`src/rtl/ram_pkg.sv`:
```
// ram_pkg: shared types and constants for the ram_bytemask block.
//   ram_state_t : controller state (RAM_CLEAR zero-fills, RAM_IDLE serves accesses)
//   RAM_BYTE_W  : width of one byte lane
package ram_pkg;

  typedef enum logic {RAM_CLEAR, RAM_IDLE} ram_state_t;

  localparam int RAM_BYTE_W = 8;

endpackage

```
`src/rtl/ram_bytemask_if.sv`:
```
// ram_bytemask_if: access bus of the byte-masked RAM.
//   i_clr   : request zero-fill of the whole array (taken only while o_ready=1)
//   i_we    : write enable
//   i_wmask : per-byte write qualifier, bit k covers i_wdata[8k+7:8k]
//   i_addr  : word address
//   i_wdata : write data
//   o_rdata : registered read data
//   o_ready : 1 = array usable, 0 = clear in progress
// master modport drives the request side, slave modport is the RAM.
interface ram_bytemask_if
  import ram_pkg::*;
#(
  parameter int ADDR_LEN   = 7,
  parameter int DATA_BYTES = 1
) ();

  logic                               i_clr;
  logic                               i_we;
  logic [DATA_BYTES-1:0]              i_wmask;
  logic [ADDR_LEN-1:0]                i_addr;
  logic [RAM_BYTE_W*DATA_BYTES-1:0]   i_wdata;
  logic [RAM_BYTE_W*DATA_BYTES-1:0]   o_rdata;
  logic                               o_ready;

  modport master (
    output i_clr, i_we, i_wmask, i_addr, i_wdata,
    input  o_rdata, o_ready
  );

  modport slave (
    input  i_clr, i_we, i_wmask, i_addr, i_wdata,
    output o_rdata, o_ready
  );

endinterface

```
`src/rtl/ram_lane.sv`:
```
// ram_lane: one 8-bit wide, 2**ADDR_LEN deep synchronous RAM lane.
//   clk, rst : clock; asynchronous active-high reset of the read register only
//   we       : write enable for this lane
//   rd_en    : 1 = load read register from the array, 0 = load zero
//   addr     : word address (shared by read and write)
//   wdata    : lane write data
//   rdata    : registered lane read data
// Build option RAM_WRITE_FIRST_EN: a same-cycle write to this lane is
// forwarded to rdata; otherwise rdata returns the pre-write contents.
module ram_lane
  import ram_pkg::*;
#(
  parameter int ADDR_LEN = 7
) (
  input  logic                  clk,
  input  logic                  rst,
  input  logic                  we,
  input  logic                  rd_en,
  input  logic [ADDR_LEN-1:0]   addr,
  input  logic [RAM_BYTE_W-1:0] wdata,
  output logic [RAM_BYTE_W-1:0] rdata
);

  localparam int DEPTH = 2 ** ADDR_LEN;

  logic [RAM_BYTE_W-1:0] mem [DEPTH];
  logic [RAM_BYTE_W-1:0] rdata_p1;

  // array write: no reset, contents are established by the clear engine
  always_ff @(posedge clk) begin
    if (we) begin
      mem[addr] <= wdata;
    end
  end

  // stage p1: registered read
  always_ff @(posedge clk or posedge rst) begin
    if (rst) begin
      rdata_p1 <= '0;
    end else if (!rd_en) begin
      rdata_p1 <= '0;
`ifdef RAM_WRITE_FIRST_EN
    end else if (we) begin
      rdata_p1 <= wdata;
`endif
    end else begin
      rdata_p1 <= mem[addr];
    end
  end

  assign rdata = rdata_p1;

endmodule

```
`src/rtl/ram_bytemask.sv`:
```
// ram_bytemask: parametrised single-port RAM with per-byte write mask and a
// hardware clear engine that zero-fills the array after reset or on request.
//   clk  : clock, all logic on rising edge
//   rst  : asynchronous active-high reset (restarts the clear at address 0)
//   bus  : ram_bytemask_if.slave (i_clr, i_we, i_wmask, i_addr, i_wdata,
//          o_rdata, o_ready)
// Parameters: ADDR_LEN (depth 2**ADDR_LEN words), DATA_BYTES (bytes/word).
// Build option RAM_WRITE_FIRST_EN selects write-first read-during-write
// (masked bytes return new data); default is read-first.
module ram_bytemask
  import ram_pkg::*;
#(
  parameter int ADDR_LEN   = 7,
  parameter int DATA_BYTES = 1
) (
  input  logic            clk,
  input  logic            rst,
  ram_bytemask_if.slave   bus
);

  ram_state_t            state;
  ram_state_t            state_next;
  logic [ADDR_LEN-1:0]   clr_addr;
  logic [ADDR_LEN-1:0]   clr_addr_next;
  logic                  clearing;
  logic [ADDR_LEN-1:0]   lane_addr;

  // controller state and clear counter
  always_ff @(posedge clk or posedge rst) begin
    if (rst) begin
      state    <= RAM_CLEAR;
      clr_addr <= '0;
    end else begin
      state    <= state_next;
      clr_addr <= clr_addr_next;
    end
  end

  always_comb begin
    state_next    = state;
    clr_addr_next = clr_addr;
    case (state)
      RAM_CLEAR: begin
        // counter wraps to 0 on the last word, leaving it ready for the next clear
        clr_addr_next = clr_addr + ADDR_LEN'(1);
        if (&clr_addr) begin
          state_next = RAM_IDLE;
        end
      end
      RAM_IDLE: begin
        if (bus.i_clr) begin
          state_next = RAM_CLEAR;
        end
      end
    endcase
  end

  assign clearing    = (state == RAM_CLEAR);
  assign bus.o_ready = (state == RAM_IDLE);
  assign lane_addr   = clearing ? clr_addr : bus.i_addr;

  // one lane per byte; the clear engine owns every lane while clearing
  for (genvar k = 0; k < DATA_BYTES; k++) begin : g_lane
    logic                  lane_we;
    logic [RAM_BYTE_W-1:0] lane_wdata;

    assign lane_we    = clearing | (bus.i_we & bus.i_wmask[k]);
    assign lane_wdata = clearing ? '0 : bus.i_wdata[k*RAM_BYTE_W +: RAM_BYTE_W];

    ram_lane #(
      .ADDR_LEN (ADDR_LEN)
    ) u_lane (
      .clk   (clk),
      .rst   (rst),
      .we    (lane_we),
      .rd_en (!clearing),
      .addr  (lane_addr),
      .wdata (lane_wdata),
      .rdata (bus.o_rdata[k*RAM_BYTE_W +: RAM_BYTE_W])
    );
  end

endmodule

```
`src/flat_wrapper.sv`:
```
// flat-port wrapper written by rule: the top's interface ports become plain ports
module ram_bytemask_flat import ram_pkg::*;
#(
  parameter int ADDR_LEN   = 7,
  parameter int DATA_BYTES = 1
)
  (clk, rst, bus_i_clr, bus_i_we, bus_i_wmask, bus_i_addr, bus_i_wdata, bus_o_rdata, bus_o_ready);
  ram_bytemask_if #(.ADDR_LEN(ADDR_LEN), .DATA_BYTES(DATA_BYTES)) bus_i ();
  input  logic clk;
  input  logic rst;
  input wire logic [$bits(bus_i.i_clr)-1:0] bus_i_clr;
  input wire logic [$bits(bus_i.i_we)-1:0] bus_i_we;
  input wire logic [$bits(bus_i.i_wmask)-1:0] bus_i_wmask;
  input wire logic [$bits(bus_i.i_addr)-1:0] bus_i_addr;
  input wire logic [$bits(bus_i.i_wdata)-1:0] bus_i_wdata;
  output wire logic [$bits(bus_i.o_rdata)-1:0] bus_o_rdata;
  output wire logic [$bits(bus_i.o_ready)-1:0] bus_o_ready;
  assign bus_i.i_clr = bus_i_clr;
  assign bus_i.i_we = bus_i_we;
  assign bus_i.i_wmask = bus_i_wmask;
  assign bus_i.i_addr = bus_i_addr;
  assign bus_i.i_wdata = bus_i_wdata;
  assign bus_o_rdata = bus_i.o_rdata;
  assign bus_o_ready = bus_i.o_ready;
  ram_bytemask #(.ADDR_LEN(ADDR_LEN), .DATA_BYTES(DATA_BYTES)) u_core (.clk(clk), .rst(rst), .bus(bus_i));
endmodule
```
`config.mk`:
```
export PLATFORM = sky130hd
export DESIGN_NAME = ram_bytemask_flat
export DESIGN_NICKNAME = d
export VERILOG_FILES = /design/src/rtl/ram_pkg.sv /design/src/rtl/ram_bytemask_if.sv /design/src/rtl/ram_lane.sv /design/src/rtl/ram_bytemask.sv /design/src/flat_wrapper.sv
export SDC_FILE = /design/constraint.sdc
export NUM_CORES = 1
export LEC_CHECK = 0
export CAP_MARGIN = 5
export CORE_MARGIN = 2
export CORE_UTILIZATION = 28
export CTS_BUF_LIST = sky130_fd_sc_hd__clkbuf_8
export DETAILED_ROUTE_END_ITERATION = 16
export GPL_ROUTABILITY_DRIVEN = 0
export PLACE_DENSITY = 0.41
export SLEW_MARGIN = 20
export SYNTH_ARGS = -nofsm -noshare
export SYNTH_HDL_FRONTEND = slang
export SYNTH_HIERARCHICAL = 1
export SYNTH_SLANG_ARGS = --single-unit
```
`constraint.sdc`:
```
create_clock -name clk -period 7.07 [get_ports clk]
set_input_delay 0.707 -clock clk [delete_from_list [all_inputs] [get_ports clk]]
set_output_delay 0.707 -clock clk [all_outputs]
set_load 0.05 [all_outputs]
```
Word level (Yosys, flattened, before mapping)
Memories as Yosys holds them, arrays and structs flattened.
Cells that the tools add are included.
{ "classes": {"add_sub_neg": 1, "n_mul": 0, "div_mod_pow": 0, "magnitude_cmp": 0, "eq_ne": 0, "shift": 0, "n_mux": 8, "bitwise": 3, "reduce_logical": 1} }
{ "op_table": {"columns": ["cell", "count"], "rows": [
  ["$mux W8", 2],
  ["$add A7 B1 Y7 const B", 1],
  ["$mux W7", 1],
  ["$reduce_and A7 Y1", 1],
  ["$mux W1", 4],
  ["$pmux W1 S2", 1],
  ["$and A1 B1 Y1", 1],
  ["$not A1 Y1", 1],
  ["$or A1 B1 Y1", 1]
]} }
{ "totals": {"register_bits": 16, "latch_bits": 0, "ram_bits": 1024, "mem_bits_ro": 0, "output_inout_bits": 9, "wordCells": 17, "n_memories": 1} }
{ "mem_list": {"columns": ["name", "words", "word_bits", "rd", "rd_ports_with_merged_regs", "write_ports", "line_no", "source"], "rows": [
  ["u_core.g_lane[0].u_lane.mem", 128, 8, 1, 0, 1, "ram_lane.sv:26", "logic [RAM_BYTE_W-1:0] mem [DEPTH];"]
]} }

Longest topological paths before layout
{ "logic_depth": {"word_depth": 4, "mapped_depth": 14, "ltp_nobuf": 9} }

By module
The synthesis kept the hierarchy.
{ "by_module_without_submodules": {"columns": ["module", "n_inst", "cells_each", "area_each_um2", "seq_area_each_um2"], "rows": [
  ["ram_lane", 1, 2469, 40492.6, 30949.7],
  ["ram_bytemask", 1, 45, 490.5, 200.2]
]} }

Worst setup path after synthesis
Ideal clock, no wire load.
{ "synth_path": {"kind": "register to register", "start": "register u_core.state (netlist: u_core/bus.o_ready)", "end": "memory u_core.g_lane[0].u_lane.mem[44][0], enable pin", "t_arrival_ns": 3.068, "setup_slack_ns": 3.632, "path_stages_with_launch": 11, "path_cell_list": "dfrtp_1 buf_2 mux2_2 buf_6 buf_6 nor2_1 buf_2 buf_2 nand3_1 clkbuf_1 nor2_1"} }
{ "synth_lines": {"columns": ["item", "line_no", "source"], "rows": [
  ["start: declaration", "ram_bytemask.sv:21", "ram_state_t state;"],
  ["start signal: assignment", "ram_bytemask.sv:34", "state <= state_next;"],
  ["$mux W7", "ram_bytemask.sv:60", "assign lane_addr = clearing ? clr_addr : bus.i_addr;"],
  ["via u_core.lane_addr[1]", "ram_bytemask.sv:26", "logic [ADDR_LEN-1:0] lane_addr;"],
  ["end: declaration", "ram_lane.sv:26", null]
]} }
The timed path passes the listed nets, and every way through them passes these cells.

Worst setup path after layout
{ "layout_path": {"start": "register u_core.state (netlist: u_core/bus.o_ready)", "end": "register u_core.g_lane[0].u_lane.rdata_p1[6]"} }
{ "layout_between": {"elab_chain_len": 3} }
{ "layout_lines": {"columns": ["item", "line_no", "source"], "rows": [
  ["$mux W7", "ram_bytemask.sv:60", null],
  ["via u_core.lane_addr[1]", "ram_bytemask.sv:26", null],
  ["$mem_v2 Z128 W8", null, null],
  ["$mux W8", "ram_lane.sv:40", "end else if (!rd_en) begin"],
  ["end signal: assignment", "ram_lane.sv:47", "rdata_p1 <= mem[addr];"],
  ["end: declaration", "ram_lane.sv:27", "logic [RAM_BYTE_W-1:0] rdata_p1;"]
]} }
The timed path passes the listed nets, and every way through them passes these cells.
A chain may end at the register's enable or synchronous reset.

==> impl_metrics.yaml <==
worst_hold_path:
  hold_class: "in -> async"
synth:
  yosysMostFrequentCell: "edfxtp_1"
  synth_area_leaders: "edfxtp_1 75%, a22oi_1 2.1%, mux2i_1 2.0%"
  synth_edf_count: 1024
  ys_seq_area_share_pct: 76.0
  yosysWarnings: 6
  syn_area_per_cell_um2: 16.3
  synthArstFlopShare_pct: 1.54
  syn_inst: 2514
  yosysTopAreaCell: "edfxtp_1"
  netlist_area_um2: 41000
  synth_commonest_cells: "1024 x edfxtp_1, 178 x nor2_1, 154 x nand2_1"
  synth_flop_cell: "edfxtp_1"
  synth_nets: 2535
  yosysTopAreaCellShare_pct: 75.0
  ys_seq_elements: 1040
  ys_types: 80
power:
  vdd_drop_max_mv: 0.178
  p_leak_nw: 12.5
  p_total_mw: 11.6
  p_per_area_nw_per_um2: 247
grt:
  grt_pass1_vias: 25370
  grt_pass1_wl_um: 209000
  grt_max_degree: 90
  antenna_found_initial: 7
  grt_use_total_pct: 19.8
  grt-ovfl-total: 0
clock_network:
  cts.path.max_buffers: 3
  htreeDepth: 4
  cts_buffers: 179
  insertion_delay_ns: 0.89
  cts_hold_buf: 0
  clkTransAtPathRegs_ns: 0.06
  clock_sinks: 1040
  root_buffer: "clkbuf_8"
  cts_setup_buffers: 0
  tritoncts: "built"
  cts_resized: 0
sta:
  slew_headroom_pct: 21.5
  setup_viol: 0
  max_freq_mhz: 180
  tightest_slew_ns: 1.18
  setup_ws_ns: 1.50
  rsz0062_at_grt: "no"
  finalHoldViolCount: 0
  tns_ns: 0
  fin_skew_ns: 0.0299
  slew_viol_final: 0
  fin_crit_ns: 5.57
  finalCritPeriodShare_pct: 78.7
die:
  ios: 29
  std_cell_rows: 140
  die_h_um: 387
  dieArea_um2: 149000
  die_w_um: 387
  start_util_pct: 28.2
  fp.coreArea_um2: 146000
setup_path:
  endpoint_kind: "flip-flop"
  worstPathMaxFanout: 64
  startpoint_type: "flip-flop"
  worstReg2RegStart: "u_core/bus.o_ready"
  cp.required_ns: 7.79
  r2r_slack_ns: 1.50
  critPathCapture: "u_core/g_lane[0].u_lane/rdata[6]"
  reg2regPathDepth: 9
  crit_arrival_ns: 6.29
  rr_endpoint: "u_core/g_lane[0].u_lane/rdata[6]"
  critical_path.startpoint: "u_core/bus.o_ready"
  criticalPathCategory: "reg -> reg"
routing:
  wirelength_um: 151000
  firstDrtPassIters: 7
  vias: 25248
  drtIter0Drc: 2805
  via_per_inst: 5.39
  drc: 0
  drt.antenna.violating_nets: 0
  wire_per_inst_um: 32.3
final_layout:
  layout.area.seq_um2: 31100
  nets: 2640
  fin_cells: 4680
  final_area_um2: 46700
  n_fill_cell: 14179
  drive_above_1_share_pct: 15.2
  multi_input_area_um2: 8990
  area_growth_pct: 14.0
placed_design:
  placedInstanceArea_um2: 43600
  dp_hpwl_um: 94000
  place_inst: 4355
  io_buffers: 28
  pre_cts_ws_ns: 1.53
flow_run:
  maxCapViolations: 0
run_status:
  run_status: "complete, no violations"
==> final cells by class <==
type / count / share of cell area (%)
clock inverter: 139 / 1.26
tap: 1917 / 5.13
clock buffer: 182 / 5.36
timing repair buffer: 121 / 2.23
multi-input combinational: 1265 / 19.2
sequential: 1040 / 66.7
antenna: 4 / 0.0214
inverter: 12 / 0.102
==> flip-flops by register name (all words and copies together) (netlist names) <==
| register | flops |
|---|---|
| u_core/g_lane.u_lane/mem | 1024 |
| u_core/clr_addr | 7 |
| u_core/bus.o_ready | 1 |
| u_core/g_lane.u_lane/rdata | 8 |
==> cells in the final DEF (no fill, tap or decap), types with 10 or more instances in the layout <==
| cell | instances |
|---|---|
| inv_1 | 67 |
| o32ai_1 | 15 |
| a211oi_1 | 13 |
| a21oi_1 | 117 |
| o221ai_1 | 16 |
| mux2_2 | 35 |
| o22ai_1 | 41 |
| clkbuf_8 | 182 |
| clkdlybuf4s50_1 | 28 |
| clkinv_1 | 61 |
| a31oi_1 | 10 |
| nand3_1 | 13 |
| o21ai_0 | 56 |
| a222oi_1 | 44 |
| a221oi_1 | 93 |
| buf_4 | 88 |
| nand2_1 | 151 |
| a221o_1 | 28 |
| nor2_2 | 10 |
| dfrtp_1 | 16 |
| a22o_1 | 11 |
| edfxtp_1 | 1024 |
| nor2_1 | 168 |
| nor2b_1 | 10 |
| nor3_1 | 37 |
| mux2i_1 | 83 |
| a22oi_1 | 115 |
| mux4_2 | 25 |
==> critical path: stages, from the launching register on <==
cell	delay [ns]
dfrtp_1	0.34
buf_4	0.38
mux2_8	0.65
clkinv_1	1.11
nand2_1	0.90
o21ai_0	0.25
a2111oi_0	0.60
o31ai_1	0.26
a2111oi_0	0.61
o32ai_1	0.19
==> power breakdown <==
group / total (mW) / leakage [nW] / switching, mW / internal [mW]
Sequential: 6.67 / 7.30 / 0 / 6.67
Clock: 4.87 / 1.77 / 2.49 / 2.38
Combinational: 0.0138 / 3.38 / 0.00447 / 0.00933
==> cell families after synthesis <==
group,count (synthesis),synth area share [%]
xor gates and xnor gates,6,0.147
and+or+nand+nor,465,4.99
AOI/OAI and AO/OA,641,11.7
buffers and inverters,209,2.52
adders and majority gates,1,0.0305
DFF,1040,76.0
muxes,152,4.62
==> routing by layer <==
layer	global-route usage [%]	up-vias	part of all wire, %
li1	-	10456	-
met5	0	-	0.026
met3	4.32	253	7.4
met2	31.6	1102	47
met4	6.91	6	3.2
met1	26.7	13431	43
==> per-stage QoR <==
step	util (%)	hold slack (ns)
finish	32.1	0.274
global route	32.1	0.235
CTS	32.1	0.219
detailed placement	30.0	0.481
global placement	30.0	0.468
floorplan	-	0.452
==> how the worst min path moves through the flow <==
stage                    endpoint                from  depth (start not counted)  slack, ns
5_1_grt        u_core/clr_addr[3]                 rst                          2       0.23
3_5_place_dp   u_core/clr_addr[2]  u_core/clr_addr[2]                          1       0.48
4_1_cts        u_core/clr_addr[6]                 rst                          2       0.22
6_report       u_core/clr_addr[3]                 rst                          2       0.27
3_3_place_gp   u_core/clr_addr[2]  u_core/clr_addr[2]                          1       0.47
2_1_floorplan  u_core/clr_addr[2]  u_core/clr_addr[2]                          1       0.45
Note: power is estimated with default switching activity, not from simulation.
